==> config.mk <==
export PLATFORM = sky130hd
export DESIGN_NAME = branch_prediction_monitor
export DESIGN_NICKNAME = d
export VERILOG_FILES = /design/src/rtl/bpm_pkg.sv /design/src/rtl/branch_prediction_monitor_sat_counter.sv /design/src/rtl/branch_prediction_monitor.sv
export SDC_FILE = /design/constraint.sdc
export NUM_CORES = 1
export LEC_CHECK = 0
export ABC_CLOCK_PERIOD_IN_PS = 1700
export CORE_MARGIN = 1.5
export CORE_UTILIZATION = 30
export CTS_CLUSTER_SIZE = 24
export DETAILED_ROUTE_END_ITERATION = 8
export GPL_TIMING_DRIVEN = 0
export PLACE_DENSITY = 0.52
export SYNTH_ARGS = -nofsm -noshare
export SYNTH_HDL_FRONTEND = slang
export SYNTH_SLANG_ARGS = --single-unit
==> constraint.sdc <==
create_clock -name clk -period 1.7 [get_ports clk]
set_input_delay 0.255 -clock clk [delete_from_list [all_inputs] [get_ports clk]]
set_output_delay 0.255 -clock clk [all_outputs]
set_load 0.03 [all_outputs]
==> src/rtl/bpm_pkg.sv <==
// Shared types and default configuration for the branch prediction monitor.
package bpm_pkg;

    typedef enum logic [1:0] {
        NORMAL  = 2'd0,
        ALARM   = 2'd1,
        RECOVER = 2'd2
    } bpm_state_e;

    localparam int DEF_COUNT_WIDTH      = 16;
    localparam int DEF_STREAK_WIDTH     = 4;
    localparam int DEF_STREAK_THRESHOLD = 4;
    localparam int DEF_RECOVER_HITS     = 2;

endpackage

==> src/rtl/branch_prediction_monitor_sat_counter.sv <==
// Saturating up-counter with synchronous clear (clear has priority over increment).
module sat_counter #(
    parameter int WIDTH = 4
) (
    input  logic             clk,
    input  logic             rst,
    input  logic             inc_i,
    input  logic             clr_i,
    output logic [WIDTH-1:0] value_o
);

    logic [WIDTH-1:0] cnt_q;
    logic [WIDTH-1:0] cnt_d;

    always_comb begin
        cnt_d = cnt_q;
        if (clr_i) begin
            cnt_d = '0;
        end else if (inc_i && (cnt_q != '1)) begin
            cnt_d = cnt_q + 1'b1;
        end
    end

    always_ff @(posedge clk or posedge rst) begin
        if (rst) begin
            cnt_q <= '0;
        end else begin
            cnt_q <= cnt_d;
        end
    end

    assign value_o = cnt_q;

endmodule

==> src/rtl/branch_prediction_monitor.sv <==
// Aligns the predictor's output with the delayed branch outcome and keeps hit/miss statistics
// plus a thrash alarm. Optional counter snapshot registers are enabled by BPM_SNAPSHOT_EN.
module branch_prediction_monitor
    import bpm_pkg::*;
#(
    parameter int COUNT_WIDTH      = DEF_COUNT_WIDTH,
    parameter int STREAK_WIDTH     = DEF_STREAK_WIDTH,
    parameter int STREAK_THRESHOLD = DEF_STREAK_THRESHOLD,
    parameter int RECOVER_HITS     = DEF_RECOVER_HITS
) (
    input  logic                    clk,
    input  logic                    rst,
`ifdef BPM_SNAPSHOT_EN
    input  logic                    snapshot,
    output logic [COUNT_WIDTH-1:0]  snap_total,
    output logic [COUNT_WIDTH-1:0]  snap_miss,
`endif
    input  logic                    branch_valid,
    input  logic                    branch_result,
    input  logic                    prediction,
    input  logic                    clear,
    output logic [COUNT_WIDTH-1:0]  total_count,
    output logic [COUNT_WIDTH-1:0]  miss_count,
    output logic [STREAK_WIDTH-1:0] miss_streak,
    output logic                    mispredict,
    output logic                    thrash_alarm
);

    localparam int REC_W = $clog2(RECOVER_HITS + 1);

    logic              vld_p1_q;
    logic              result_p1_q;
    logic              mispredict_q;
    logic              eval;
    logic              hit;
    logic              miss;
    logic [STREAK_WIDTH-1:0] streak_inc;
    bpm_state_e        state_q, state_d;
    logic [REC_W-1:0]  rec_q, rec_d;

    // Stage 1: hold the branch until the predictor's answer for it appears.
    always_ff @(posedge clk or posedge rst) begin
        if (rst) begin
            vld_p1_q    <= 1'b0;
            result_p1_q <= 1'b0;
        end else begin
            vld_p1_q    <= branch_valid;
            result_p1_q <= branch_result;
        end
    end

    // Stage 2: compare; a coinciding clear discards the evaluation.
    assign eval = vld_p1_q && !clear;
    assign hit  = eval && (prediction == result_p1_q);
    assign miss = eval && (prediction != result_p1_q);

    sat_counter #(.WIDTH(COUNT_WIDTH)) u_total (
        .clk(clk), .rst(rst), .inc_i(eval), .clr_i(clear), .value_o(total_count)
    );

    sat_counter #(.WIDTH(COUNT_WIDTH)) u_miss (
        .clk(clk), .rst(rst), .inc_i(miss), .clr_i(clear), .value_o(miss_count)
    );

    sat_counter #(.WIDTH(STREAK_WIDTH)) u_streak (
        .clk(clk), .rst(rst), .inc_i(miss), .clr_i(hit || clear), .value_o(miss_streak)
    );

    assign streak_inc = (miss_streak == '1) ? miss_streak : miss_streak + 1'b1;

    always_ff @(posedge clk or posedge rst) begin
        if (rst) begin
            mispredict_q <= 1'b0;
            state_q      <= NORMAL;
            rec_q        <= '0;
        end else begin
            mispredict_q <= miss;
            state_q      <= state_d;
            rec_q        <= rec_d;
        end
    end

    always_comb begin
        state_d = state_q;
        rec_d   = rec_q;
        if (clear) begin
            state_d = NORMAL;
            rec_d   = '0;
        end else begin
            unique case (state_q)
                NORMAL: begin
                    if (miss && (streak_inc >= STREAK_WIDTH'(STREAK_THRESHOLD))) begin
                        state_d = ALARM;
                    end
                end
                ALARM: begin
                    if (hit) begin
                        if (RECOVER_HITS == 1) begin
                            state_d = NORMAL;
                            rec_d   = '0;
                        end else begin
                            state_d = RECOVER;
                            rec_d   = REC_W'(1);
                        end
                    end
                end
                RECOVER: begin
                    if (miss) begin
                        state_d = ALARM;
                        rec_d   = '0;
                    end else if (hit) begin
                        if ((rec_q + 1'b1) >= REC_W'(RECOVER_HITS)) begin
                            state_d = NORMAL;
                            rec_d   = '0;
                        end else begin
                            rec_d = rec_q + 1'b1;
                        end
                    end
                end
                default: begin
                    state_d = NORMAL;
                    rec_d   = '0;
                end
            endcase
        end
    end

    always_comb begin
        thrash_alarm = (state_q == ALARM) || (state_q == RECOVER);
        mispredict   = mispredict_q;
    end

`ifdef BPM_SNAPSHOT_EN
    logic [COUNT_WIDTH-1:0] snap_total_q;
    logic [COUNT_WIDTH-1:0] snap_miss_q;
    logic [COUNT_WIDTH-1:0] total_upd;
    logic [COUNT_WIDTH-1:0] miss_upd;

    // Post-update values ignore clear so a snapshot taken with clear keeps the old totals.
    assign total_upd = (eval && (total_count != '1)) ? total_count + 1'b1 : total_count;
    assign miss_upd  = (miss && (miss_count != '1)) ? miss_count + 1'b1 : miss_count;

    always_ff @(posedge clk or posedge rst) begin
        if (rst) begin
            snap_total_q <= '0;
            snap_miss_q  <= '0;
        end else if (snapshot) begin
            snap_total_q <= total_upd;
            snap_miss_q  <= miss_upd;
        end
    end

    assign snap_total = snap_total_q;
    assign snap_miss  = snap_miss_q;
`endif

endmodule

# Yosys cells after proc, flatten, opt, wreduce, memory -nomap -nowiden
# Cells that the tools add are included.
# word_totals
latch_bits	0
romBits	0
mem_count	0
reg_bits	43
wordCells	63
input_bits	6
mem_bits_rw	0
# classes
n_reduce_logical	16
eq_ne	13
n_bitwise	0
div	0
n_addsub	4
order_cmp	2
n_shift	0
muxes	20
multipliers	0
# ops
cell	n
$mux 16	4
$add 16x1->16 const B	2
$ne 16x16->1 const B	2
$mux 2	11
$mux 4	3
$ne 4x4->1 const B	3
$pmux 2 s3	2
$logic_and 1x1->1	7
$ne 3x3->1 const B	2
$reduce_bool 2->1	3
$add 4x1->4 const B	1
$eq 4x4->1 const B	1
$ge 4x3->1 const B	1
$reduce_and 4->1	1
$reduce_and 3->1	1
$add 2x1->2 const B	1
$eq 2x1->1 const B	1
$eq 2x2->1 const B	1
$ge 2x2->1 const B	1
$logic_not 2->1	1
$logic_or 1x1->1	2
$ne 2x2->1 const B	1
$eq 1x1->1	1
$logic_not 1->1	1
$ne 1x1->1	1

# Logic depth before layout (Yosys ltp)
# depth
depth_word	7
depth_mapped	7
depth_no_buf	7

# By module
# A second synthesis with hierarchy kept.
# hier_totals
hier_cells	269
area_unflattened_um2	2539.9
# by_module_without_submodules
mod	area_per_inst_um2	cells_per_inst	seq_area_each_um2	instances
sat_counter (u_miss ...)	932.1	101	400.4	2
branch_prediction_monitor	445.4	46	175.2	1
sat_counter (u_streak)	230.2	21	100.1	1

# Worst setup path before layout
# Ideal clock, no wire load.
# synth_timing
path_kind	reg2reg
startpoint	register u_streak.cnt_q[0] (netlist: u_streak.value_o[0])
endpoint	register state_q[0]
arrival_time_ns	1.838
path_buffers	0
setup_ns	0.128
slack_ns	-0.266
stages_incl_launch_ff	7
t_required_ns	1.572
cell_sequence	dfrtp_1 -> ha_1 -> and2_1 -> a21oi_1 -> o21ai_1 -> a221oi_2 -> mux2_1
# synth_between
elab_chain_len	6
elab_cells_between_ends	7
# synth_rtl
item	line	source
start, declared	branch_prediction_monitor_sat_counter.sv:12	logic [WIDTH-1:0] cnt_q;
start signal, assigned	branch_prediction_monitor_sat_counter.sv:28	cnt_q <= cnt_d;
$add 4x1->4 or $eq 4x4->1 (tied branches)	branch_prediction_monitor.sv:69	assign streak_inc = (miss_streak == '1) ? miss_streak : miss_streak + 1'b1;
$mux 4 (*)	branch_prediction_monitor.sv:69	
$ge 4x3->1 (*)	branch_prediction_monitor.sv:92	if (miss && (streak_inc >= STREAK_WIDTH'(STREAK_THRESHOLD))) begin
$logic_and 1x1->1 (*)	branch_prediction_monitor.sv:92	
$ne 3x3->1 (no source line) (*)	--	
$reduce_and 4->1 (no source line) (*)	--	
end signal, assigned	branch_prediction_monitor.sv:78	state_q <= state_d;
end, declared	branch_prediction_monitor.sv:38	bpm_state_e state_q, state_d;
# Mark *: on every way between the ends. The rest lies on a longest branch, timed or not.
# A chain may end at the register's enable or synchronous reset.

# Worst setup path after layout
# layout_timing
startpoint	register u_streak.cnt_q[1] (netlist: u_streak.value_o[1])
endpoint	register state_q[0]
# Same word-level chain as after synthesis.

==> results by group <==
Run status
  – Status: finished with violations
  – Failing checks: setup timing

Clock tree
  – CTS tree: built
  – Clk pin slew, worst setup/hold paths: 80 ps
  – CTS HTree Levels: 2
  – Max clock buf depth: 2
  – CTS Root Cell: clkbuf_8
  – Clk sink count: 43
  – Clock Latency Late Sink: 290 ps
  – Num CTS Buffers: 5

Worst hold path
  – Hold Crit Class: input port to asynchronous set/reset pin

Routing
  – Initial drt markers: 57
  – Vias per Instance: 4.93
  – WL per Instance: 14.1 um
  – Routed Antenna Nets: 0
  – Via count: 2038
  – DR pass1 iterations: 4
  – Drt total wl: 5.80 mm
  – Drc violations: 0

Critical path
  – CP max FO: 3
  – Critical Path RT: 1880 ps
  – CP Launch Type: register
  – CP peak stage delay: 440 ps
  – Crit Path Class: register to register
  – Worst Path Arrival: 1900 ps
  – Worst path cell trace: ha_4 > and2_4 > a21oi_2 > o21ai_2 > a221oi_2 > mux2_1
  – FF-to-FF setup slack: -10 ps
  – Critical Path Sink Type: register
  – Slowest-stage cell, CP: dfrtp_2

Floorplanning
  – Initial Utilization: 30.6%
  – Die H: 91.4 um
  – Die ar.: 8350 um^2
  – Core footprint: 7650 um^2
  – Cell row count: 32
  – Top Ports: 44
  – Die width: 91.4 um

STA
  – Max Fclk: 583 MHz
  – Relative slew slack: 64.1%
  – RSZ-0062 raised after global routing: true
  – Final setup violation count: 1
  – Tmin final: 1710 ps
  – Tcrit/Tclk final: 101%
  – Slew @ Worst Pin: 539 ps
  – Max Slew Vio Count: 0
  – Layout Skew: 5.01 ps
  – Hold Vio Cnt, Final: 0
  – Post-route setup slack: -13.9 ps

Placement
  – Placed cell areas: 2970 um^2
  – HPWL Detailed: 3.99 mm
  – Pre-CTS setup slack: -563 ps
  – DP Cell Count: 391
  – GPL Wtd Cong: 0.767
  – I/O Buffers: 42

Global route
  – Remaining global-route overflow: 0
  – First-pass GRT wire length: 9.25 mm
  – Pin count of the biggest net entering global routing: 35
  – Via count of the first global-routing pass: 1877
  – Initial antenna violation count: 0
  – GRT Overall Usage: 14.0%

Finish
  – # nets final: 324
  – Final Core Density: 44.1%
  – Share of layout cells above drive strength 1: 27.0%
  – Fin area: 3370 um^2
  – Final cell count without fillers: 413
  – Most common cell after layout, fill and taps aside: nor2_1
  – Synth-to-Final Area Change: 43.8%
  – Ant. Diodes: 0
  – Most frequent cells in the layout: nor2_1, dfrtp_1, clkdlybuf4s50_1, dfrtp_2

Power and ir drop
  – Leakage power: 1.57 nW
  – Worst IR Drop VDD: 0.400 mV
  – Final Total Pwr: 2.41 mW
  – Power density over cell area: 714 nW/um^2

Logic synthesis
  – Synth top area share: 45.9%
  – FFs w/ async S/R, synth: 100%
  – Netlist cell types: 43
  – Largest area contributor in the netlist: dfrtp_1
  – Sequential-to-total area share from yosys stat: 45.9%
  – Syn Nets: 260
  – Synth Warn #: 0
  – Synthesized area: 2340 um^2
  – Synth top area cells: dfrtp_1, xor2_1, nor2_1
  – Top FF cell, synth: dfrtp_1
  – Cells after synthesis: 246
  – Register bit total from synthesis: 43
  – EDFF count, synth: 0
  – Syn avg cell area: 9.53 um^2

Flow run
  – MaxCap Viol Count: 0
## flip-flops by register name, indices dropped and copies added (netlist names)
signal            flops
rec_q                 2
result_p1_q           1
vld_p1_q              1
state_q               2
u_streak.value_o      4
mispredict            1
u_miss.value_o       16
u_total.value_o      16
## power by group
part	internal, mW	switching (mW)
Combinational	0.206	0.275
Sequential	1.06	0.0328
Clock	0.476	0.360
Total	1.74	0.667
## critical path: cells and delay by family (launching register included)
family,cells,cell delay [ps]
AO/OA/AOI/OAI,3,490
adder cells (fa/ha/maj),1,170
flip-flops,1,440
multiplexers,1,350
AND/OR/NAND/NOR,1,150
## kinds of logic (layout without fill, tap and decap cells)
kind of cell | after synthesis | in the layout | share of synthesized area (%)
compound gates | 42 | 42 | 11.7
xor+xnor | 22 | 22 | 8.22
fa+ha+maj | 8 | 8 | 4.27
buf+inv | 18 | 83 | 3.04
flops | 43 | 43 | 45.9
mux | 3 | 3 | 1.33
simple gates | 110 | 110 | 25.5
## routing by layer
| metal | GRT usage (%) | vias up | wire length, um |
|---|---|---|---|
| met4 | 4.17 | 0 | 35 |
| met5 | 0 | - | 0 |
| li1 | - | 1010 | - |
| met1 | 19.7 | 1000 | 2820 |
| met2 | 21.3 | 26 | 2820 |
| met3 | 3.18 | 2 | 128 |
## area by class of cell
class	instances	area, um^2
Buffer	6	26.3
Clock buffer	6	82.6
Clock inverter	2	35.0
Fill cell	756	4280
Inverter	11	46.3
Multi-Input combinational cell	185	1380
Sequential cell	43	1100
Tap cell	102	128
Timing Repair Buffer	58	572
## cells in the mapped netlist, drive strengths merged, types with 6 or more instances
library cell	number
xor2	13
nand4	6
ha	8
nand3	18
dfrtp	43
inv	10
nor3	14
nand2	18
nor2	28
and3	6
a21oi	10
xnor2	9
o21ai	12
## through the flow
stage / setup TNS [ps] / hold WS, ps
finish: -13.9 / 206
global route: -322 / 244
CTS: -216 / 214
detailed placement: -6420 / 481
global placement: -32620 / 483
floorplan: -223 / 286
## what timing repair did
item	4_1_cts	5_1_grt
hold endpoints to repair	0	0
endpoints found under the setup margin	27	37
cloned	0	0
pin swaps	4	8
resized for setup	19	38
hold buffers	0	0
buffers inserted	8	7
## worst paths after layout
| path | start | endpoint | cells past startpoint |
|---|---|---|---|
| hold reg to reg | rec_q[0]$_DFFE_PP0P_ | rec_q[0]$_DFFE_PP0P_ | 1 |
| min in group clk | clear | u_miss.value_o[15]$_DFFE_PP0P_ | 2 |
| hold / removal | rst | u_total.value_o[4]$_DFFE_PP0P_ | 2 |
| setup reg to reg | u_streak.value_o[1]$_DFFE_PP0P_ | state_q[0]$_DFFE_PP0P_ | 6 |
| setup / recovery | u_streak.value_o[1]$_DFFE_PP0P_ | state_q[0]$_DFFE_PP0P_ | 6 |
| max in group asynchronous | rst | u_miss.value_o[6]$_DFFE_PP0P_ | 3 |
Power figures use the tool's default switching activity.
